### src/rtl/bus_rr_arbiter.sv
// Four-master round-robin bus arbiter with wait-state tracking and a
// timeout abort for slaves that never return ready.
module bus_rr_arbiter #(
    parameter logic [7:0] TIMEOUT = 8'd255
) (
    input  logic       clk,
    input  logic       rest,
    input  logic       bus_m0_req,
    input  logic       bus_m1_req,
    input  logic       bus_m2_req,
    input  logic       bus_m3_req,
    input  logic       bus_m0_as,
    input  logic       bus_m1_as,
    input  logic       bus_m2_as,
    input  logic       bus_m3_as,
    input  logic       bus_rdy,
    output logic       bus_m0_grnt,
    output logic       bus_m1_grnt,
    output logic       bus_m2_grnt,
    output logic       bus_m3_grnt,
    output logic [1:0] bus_owner,
    output logic       bus_owner_vld,
    output logic       bus_busy,
    output logic       bus_timeout
);

    typedef enum logic [1:0] {
        S_IDLE  = 2'd0,
        S_OWNED = 2'd1,
        S_WAIT  = 2'd2
    } state_t;

    state_t     r_state;
    logic [1:0] r_last_owner;
    logic [7:0] r_cnt;
    logic [3:0] r_grnt;
    logic [1:0] r_owner;
    logic       r_vld;
    logic       r_busy;
    logic       r_tmo;

    logic [3:0] w_req;
    logic [3:0] w_as;
    logic       w_any_req;
    logic       w_own_req;
    logic       w_own_as;
    logic       w_tmo_hit;
    logic       w_found;
    logic [1:0] w_winner;
    logic [1:0] w_idx;

    assign w_req     = {bus_m3_req, bus_m2_req, bus_m1_req, bus_m0_req};
    assign w_as      = {bus_m3_as, bus_m2_as, bus_m1_as, bus_m0_as};
    assign w_any_req = |w_req;
    assign w_own_req = w_req[r_owner];
    assign w_own_as  = w_as[r_owner];
    assign w_tmo_hit = (r_cnt == (TIMEOUT - 8'd1));

    // Scan starts one past the last winner so every master gets a turn.
    always_comb begin
        w_found  = 1'b0;
        w_winner = r_last_owner;
        w_idx    = r_last_owner;
        for (int k = 1; k <= 4; k++) begin
            w_idx = r_last_owner + k[1:0];
            if (!w_found && w_req[w_idx]) begin
                w_found  = 1'b1;
                w_winner = w_idx;
            end
        end
    end

    always_ff @(posedge clk) begin
        if (rest) begin
            r_state      <= S_IDLE;
            r_last_owner <= 2'd3;
            r_cnt        <= 8'd0;
            r_grnt       <= 4'd0;
            r_owner      <= 2'd0;
            r_vld        <= 1'b0;
            r_busy       <= 1'b0;
            r_tmo        <= 1'b0;
        end else begin
            r_tmo <= 1'b0;
            unique case (r_state)
                S_IDLE: begin
                    if (w_any_req) begin
                        r_state      <= S_OWNED;
                        r_grnt       <= 4'd1 << w_winner;
                        r_owner      <= w_winner;
                        r_vld        <= 1'b1;
                        r_last_owner <= w_winner;
                    end else begin
                        r_grnt  <= 4'd0;
                        r_owner <= 2'd0;
                        r_vld   <= 1'b0;
                    end
                end
                S_OWNED: begin
                    if (!w_own_req) begin
                        r_state <= S_IDLE;
                        r_grnt  <= 4'd0;
                        r_owner <= 2'd0;
                        r_vld   <= 1'b0;
                    end else if (w_own_as && !bus_rdy) begin
                        r_state <= S_WAIT;
                        r_cnt   <= 8'd0;
                        r_busy  <= 1'b1;
                    end
                end
                S_WAIT: begin
                    // A late ready still completes the access.
                    if (bus_rdy) begin
                        r_state <= S_OWNED;
                        r_cnt   <= 8'd0;
                        r_busy  <= 1'b0;
                    end else if (w_tmo_hit) begin
                        r_state <= S_IDLE;
                        r_cnt   <= 8'd0;
                        r_busy  <= 1'b0;
                        r_tmo   <= 1'b1;
                        r_grnt  <= 4'd0;
                        r_owner <= 2'd0;
                        r_vld   <= 1'b0;
                    end else begin
                        r_cnt <= r_cnt + 8'd1;
                    end
                end
                default: begin
                    r_state <= S_IDLE;
                    r_grnt  <= 4'd0;
                    r_owner <= 2'd0;
                    r_vld   <= 1'b0;
                    r_busy  <= 1'b0;
                end
            endcase
        end
    end

    assign bus_m0_grnt   = r_grnt[0];
    assign bus_m1_grnt   = r_grnt[1];
    assign bus_m2_grnt   = r_grnt[2];
    assign bus_m3_grnt   = r_grnt[3];
    assign bus_owner     = r_owner;
    assign bus_owner_vld = r_vld;
    assign bus_busy      = r_busy;
    assign bus_timeout   = r_tmo;

endmodule

### config.mk
export PLATFORM = sky130hd
export DESIGN_NAME = bus_rr_arbiter
export DESIGN_NICKNAME = d
export VERILOG_FILES = /design/src/rtl/bus_rr_arbiter.sv
export SDC_FILE = /design/constraint.sdc
export NUM_CORES = 1
export LEC_CHECK = 0
export CORE_MARGIN = 1
export CORE_UTILIZATION = 52
export DETAILED_ROUTE_END_ITERATION = 8
export PLACE_DENSITY = 0.74
export SETUP_SLACK_MARGIN = 0.02
export SLEW_MARGIN = 20
export SYNTH_ARGS = -nofsm -noshare
export SYNTH_HDL_FRONTEND = slang
export SYNTH_SLANG_ARGS = --single-unit
### constraint.sdc
create_clock -name clk -period 2.1 [get_ports clk]
set_input_delay 0.42 -clock clk [delete_from_list [all_inputs] [get_ports clk]]
set_output_delay 0.42 -clock clk [all_outputs]
set_load 0.01 [all_outputs]
# ---- Word-level counts from Yosys, hierarchy flattened
# Cells that the tools add are included.
dict set report op_classes {
  addsub 4
  n_mul 0
  div_mod_pow 0
  n_lt_le_gt_ge 5
  n_eq_ne 11
  shift 1
  n_mux 49
  bitwise 2
  n_reduce_logical 17
}
# op count
set ops {}
lappend ops {{$mux 8} 4}
lappend ops {{$mux 2} 12}
lappend ops {{$mux 1} 17}
lappend ops {{$mux 4} 4}
lappend ops {{$pmux 8 s2} 1}
lappend ops {{$lt 2x3->1 const B} 5}
lappend ops {{$bmux 1 s2} 6}
lappend ops {{$ne 2x2->1 const B} 6}
lappend ops {{$pmux 2 s3} 2}
lappend ops {{$pmux 4 s3} 1}
lappend ops {{$reduce_and 3->1} 3}
lappend ops {{$add 8x1->8 const B} 1}
lappend ops {{$eq 8x8->1 const B} 1}
lappend ops {{$ne 3x3->1 const B} 2}
lappend ops {{$pmux 1 s3} 2}
lappend ops {{$add 2x2->2 const B} 2}
lappend ops {{$logic_and 1x1->1} 4}
lappend ops {{$logic_not 1->1} 4}
lappend ops {{$reduce_and 4->1} 1}
lappend ops {{$reduce_or 4->1} 1}
lappend ops {{$shl 1x2->4 const A} 1}
lappend ops {{$reduce_or 3->1} 1}
lappend ops {{$add 2x1->2 const B} 1}
lappend ops {{$eq 2x1->1 const B} 1}
lappend ops {{5 further kinds} 6}
dict set report totals {
  regBits 21
  latchBits 0
  ram_bits 0
  mem_bits_ro 0
  input_bits 11
  word_cells 97
  n_memories 0
}

# ---- Longest topological paths before layout
# Gate-level depths: netlist (run 1).
dict set report logic_depth {
  word_depth 16
  mapped_depth 6
  ltp_nobuf 6
}

# ---- Least setup slack after synthesis (run 1)
# OpenSTA, ideal clock, no wires.
dict set report synth_path {
  kind {register to register}
  from {register r_cnt[0]}
  to {register r_cnt[6]}
  setup_time_ns 0.074
  arrival_time_ns 1.522
  setup_slack_ns 0.504
  stages_incl_launch_ff 7
  path_buffers 0
  cell_sequence {dfxtp_1 > inv_1 > ha_1 > and3_4 > a2111oi_2 > a31oi_1 > a31oi_1}
}
dict set report synth_between {
  elab_chain_len 4
}
# element line_no
set synth_lines {}
lappend synth_lines {{from (decl)} 35} ;# logic [7:0] r_cnt;
lappend synth_lines {{from (signal assigned)} 126} ;# r_cnt <= r_cnt + 8'd1;
lappend synth_lines {{$add 8x1->8 or $eq 8x8->1 (tied branches)} {126, 57}}
lappend synth_lines {{$mux 8 *} 117} ;# end else if (w_tmo_hit) begin
lappend synth_lines {{$mux 8 *} 113} ;# if (bus_rdy) begin
lappend synth_lines {{$pmux 8 s2 *} 85} ;# unique case (r_state)
# Mark *: on every way between the ends. The rest lies on a longest branch, timed or not.
# A chain may end at the register's enable or synchronous reset.

# ---- Worst setup path in the final report (run 1)
dict set report layout_path {
  from {input port bus_m1_req}
  to {register r_owner[1] (netlist: bus_owner[1])}
}
dict set report layout_between {
  elab_chain_len 14
}
# element line_no
set layout_lines {}
lappend layout_lines {{from (decl)} 9} ;# input logic bus_m1_req,
lappend layout_lines {{$bmux 1 s2} 66} ;# if (!w_found && w_req[w_idx]) begin
lappend layout_lines {{$mux 1 (implied by the code)} 66}
lappend layout_lines {{$mux 1} 66}
lappend layout_lines {{$logic_not 1->1} 66}
lappend layout_lines {{$logic_and 1x1->1} 66}
lappend layout_lines {{$mux 1} 66}
lappend layout_lines {{$logic_not 1->1} 66}
lappend layout_lines {{$logic_and 1x1->1} 66}
lappend layout_lines {{$mux 1} 66}
lappend layout_lines {{$logic_not 1->1} 66}
lappend layout_lines {{$logic_and 1x1->1} 66}
lappend layout_lines {{$mux 2} 66}
lappend layout_lines {{$mux 2} 87} ;# if (w_any_req) begin
lappend layout_lines {{$pmux 2 s3} 85}
lappend layout_lines {{to (signal assigned)} 90} ;# r_owner <= w_winner;
lappend layout_lines {{to (decl)} 37} ;# logic [1:0] r_owner;
# Parallel ways exist; a longest one is shown, timed or not. The select of a mux whose other input is x is not followed.

==> key figures, run 1 <==
Outcome
  – Status: completed

Global route
  – Wire length of the first global-routing pass: 4310 µm
  – GR Util All Layers: 22.5%
  – Largest net degree at the start of global routing: 13
  – Vias in the first global route: 936
  – Antenna violations before repair: 0
  – Congestion Overflow GR: 0

Finish
  – Share of layout cells above drive strength 1: 10.6%
  – ANT cells: 0
  – Area added between synthesis and finish: 21.0%
  – FILL cells: 160
  – Layout net count: 174
  – Final Core Density: 70.0%

Die
  – Total die area: 2490 µm²
  – IO Count: 20
  – Row count: 16
  – Die height: 49.9 µm
  – Starting Density: 57.8%
  – Chip width: 49.9 µm
  – Core Box Area: 2060 µm²

STA
  – Setup ws final: 0.259 ns
  – Final setup vio count: 0
  – Final Hold Viols: 0
  – Final period util: 87.7%
  – Hold WS: 0.470 ns
  – Final Skew: 0.00301 ns
  – Slew margin rel.: 59.4%
  – Max Transition Viols Final: 0
  – Final min period: 1.84 ns
  – Maximum clock frequency: 543 MHz
  – RSZ-0062 raised after global routing: no
  – Worst-Margin Slew: 0.604 ns

Power
  – Max VDD drop: 0.000513 V
  – Power density cells: 614 nW/µm²
  – LEAKAGE: 0.000514 µW

Placed design
  – IO Port Bufs: 19
  – DP Worst Slack: -0.0463 ns
  – RD Place Congestion: 0.851
  – DP Wirelength: 2020 µm

Synth
  – Ys Warns: 0
  – Synth top area share: 35.3%
  – Syn nets: 152
  – Cells after Synth: 139
  – Commonest register cell after synthesis: dfxtp_1
  – Area leader, netlist: dfxtp_1
  – Post-synth EDFFs: 0
  – Register area share after synthesis: 35.3%
  – Post-Synthesis Cell Area: 1190 µm²
  – FFs w/ async S/R, synth: 0%
  – Avg Inst Size Synth: 8.58 µm²
  – FF+latch count, synth: 21
  – Synth area leaders: dfxtp_1 35%, nand2_1 5.7%, o32ai_1 4.4%
  – Cell variety after synth: 48

Route
  – DRC violations left: 0
  – Met1 WL: 1370 µm
  – WL met2: 1160 µm
  – Post-DRT Antenna Nets: 0
  – Via count: 1087
  – Routed Wire Length: 2640 µm
  – Met3 WL post-DR: 97 µm
  – DR pass1 iterations: 4
  – WL/cell: 14.1 µm
  – Starting DRT DRC Count: 31
  – Top routing layer in use: met4
  – Via density: 5.81

Clocking
  – Clock Latency Late Sink: 0.30 ns
  – Sink Count: 21
  – CTS buffer count: 3
  – Cts hold-fix bufs: 0
  – Root Buffer: clkbuf_4
  – Post-CTS Setup Bufs: 0
  – CTS H-Tree Depth: 1
  – Buffer depth of the longest clock path: 2
  – Cts repair resizes: 0
  – Clock-pin slew on the worst setup and hold paths: 0.11 ns
  – CTS tree: done

Worst setup path
  – Startpoint Class: input port
  – CP arrival: 2.01 ns
  – Crit end category: flip-flop
  – Data required time at the worst endpoint: 2.27 ns
  – CP Class: in -> reg
  – Maximum fanout along the worst path: 7

Run
  – Max cap viols: 0

Hold path
  – Hold Path Class: reg -> reg
[flip-flops by register name, summed over array words and instances, names as in the netlist]
signal,cells
r_last_owner,2
bus_timeout,1
bus_busy,1
r_grnt,4
r_cnt,8
r_state,2
bus_owner_vld,1
bus_owner,2
[cells by family (layout without fill, tap and decap cells)]
group                    after synthesis  after routing  share of synthesized area [%]
AND/OR/NAND/NOR                       59             59                           28.3
multiplexers                           4              4                           3.88
AO/OA/AOI/OAI                         37             37                           23.1
adder cells (fa/ha/maj)                2              2                           2.10
buffers and inverters                 13             34                           5.14
XOR/XNOR                               3              3                           2.20
flip-flops                            21             21                           35.3
[final cells by class]
class,count,area [µm²],area share [%]
multi-input combinational,105,711,49.3
inverter,6,22.5,1.56
timing repair buffer,24,228,15.8
clock inverter,1,5.00,0.347
sequential,21,420,29.1
clock buffer,3,22.5,1.56
tap,27,33.8,2.34
[per-layer routing]
layer  vias to the layer above  track usage, %
li1                        557               -
met1                       511            31.8
met2                        17            34.7
met3                         2            3.70
met4                         0            7.14
met5                         -               0
[cell usage after synthesis (4+ instances only)]
cell type,instances
clkbuf_1,4
a21oi_1,5
dfxtp_1,21
o32ai_1,6
inv_1,6
nor3_1,4
nor2b_1,4
o21ai_0,6
nor2_1,6
nand2_1,18
nand2b_1,4
nor4_1,5
[cells in the final DEF (no fill, tap or decap), types with 3 or more instances in the layout]
| master | n |
|---|---|
| o22ai_1 | 3 |
| nor4_1 | 5 |
| nor2_1 | 6 |
| nand2b_1 | 4 |
| nand2_1 | 18 |
| clkdlybuf4s50_1 | 19 |
| xnor2_1 | 3 |
| buf_4 | 5 |
| nor3_1 | 4 |
| clkbuf_4 | 3 |
| a31oi_1 | 3 |
| inv_1 | 6 |
| dfxtp_1 | 21 |
| o211ai_1 | 3 |
| nor2b_1 | 4 |
| a21oi_1 | 5 |
| o21ai_0 | 6 |
| o32ai_1 | 6 |
[path summary, 6_finish.rpt]
path	from	to	slack, ns	cells past startpoint
worst min register to register	bus_owner_vld	bus_owner_vld	0.47	2
worst max-delay path	bus_m1_req	bus_owner[1]	0.26	5
worst max register to register	bus_owner[1]	bus_owner[1]	0.30	4
worst min-delay path	bus_owner_vld	bus_owner_vld	0.47	2
[power breakdown]
group	total, µW	switching [µW]	internal [µW]	leakage [µW]
clock network	195	124	71.1	0.0000177
registers	459	32.5	426	0.000171
logic	233	111	121	0.000325
[worst max-delay path, stage by stage]
cell and delay (ns):
clkdlybuf4s50_1 0.48, mux2_4 0.31, and4b_1 0.20, a211oi_2 0.43
o22ai_1 0.17
[metrics by stage]
step / TNS (ns) / instances / cell area [µm²] / total power (µW)
finish: 0 / 187 / 1440 / 886
global route: 0 / 187 / 1440 / 941
CTS: 0 / 187 / 1440 / 893
detailed placement: -0.188 / 183 / 1420 / 697
global placement: -0.143 / 183 / 1420 / 692
floorplan: 0 / 139 / 1190 / 608
Note: power is estimated with default switching activity, not from simulation.
==> run 2, diff against run 1 <==
--- a/config.mk
+++ b/config.mk
@@ -5,8 +5,10 @@
 export SDC_FILE = /design/constraint.sdc
 export NUM_CORES = 1
 export LEC_CHECK = 0
+export ABC_CLOCK_PERIOD_IN_PS = 2100
 export CORE_MARGIN = 1
 export CORE_UTILIZATION = 52
+export CTS_CLUSTER_SIZE = 40
 export DETAILED_ROUTE_END_ITERATION = 8
 export PLACE_DENSITY = 0.74
 export SETUP_SLACK_MARGIN = 0.02
==> results of run 2 <==
Same layout as run 1: the final DEF is identical, and so are final timing and power.
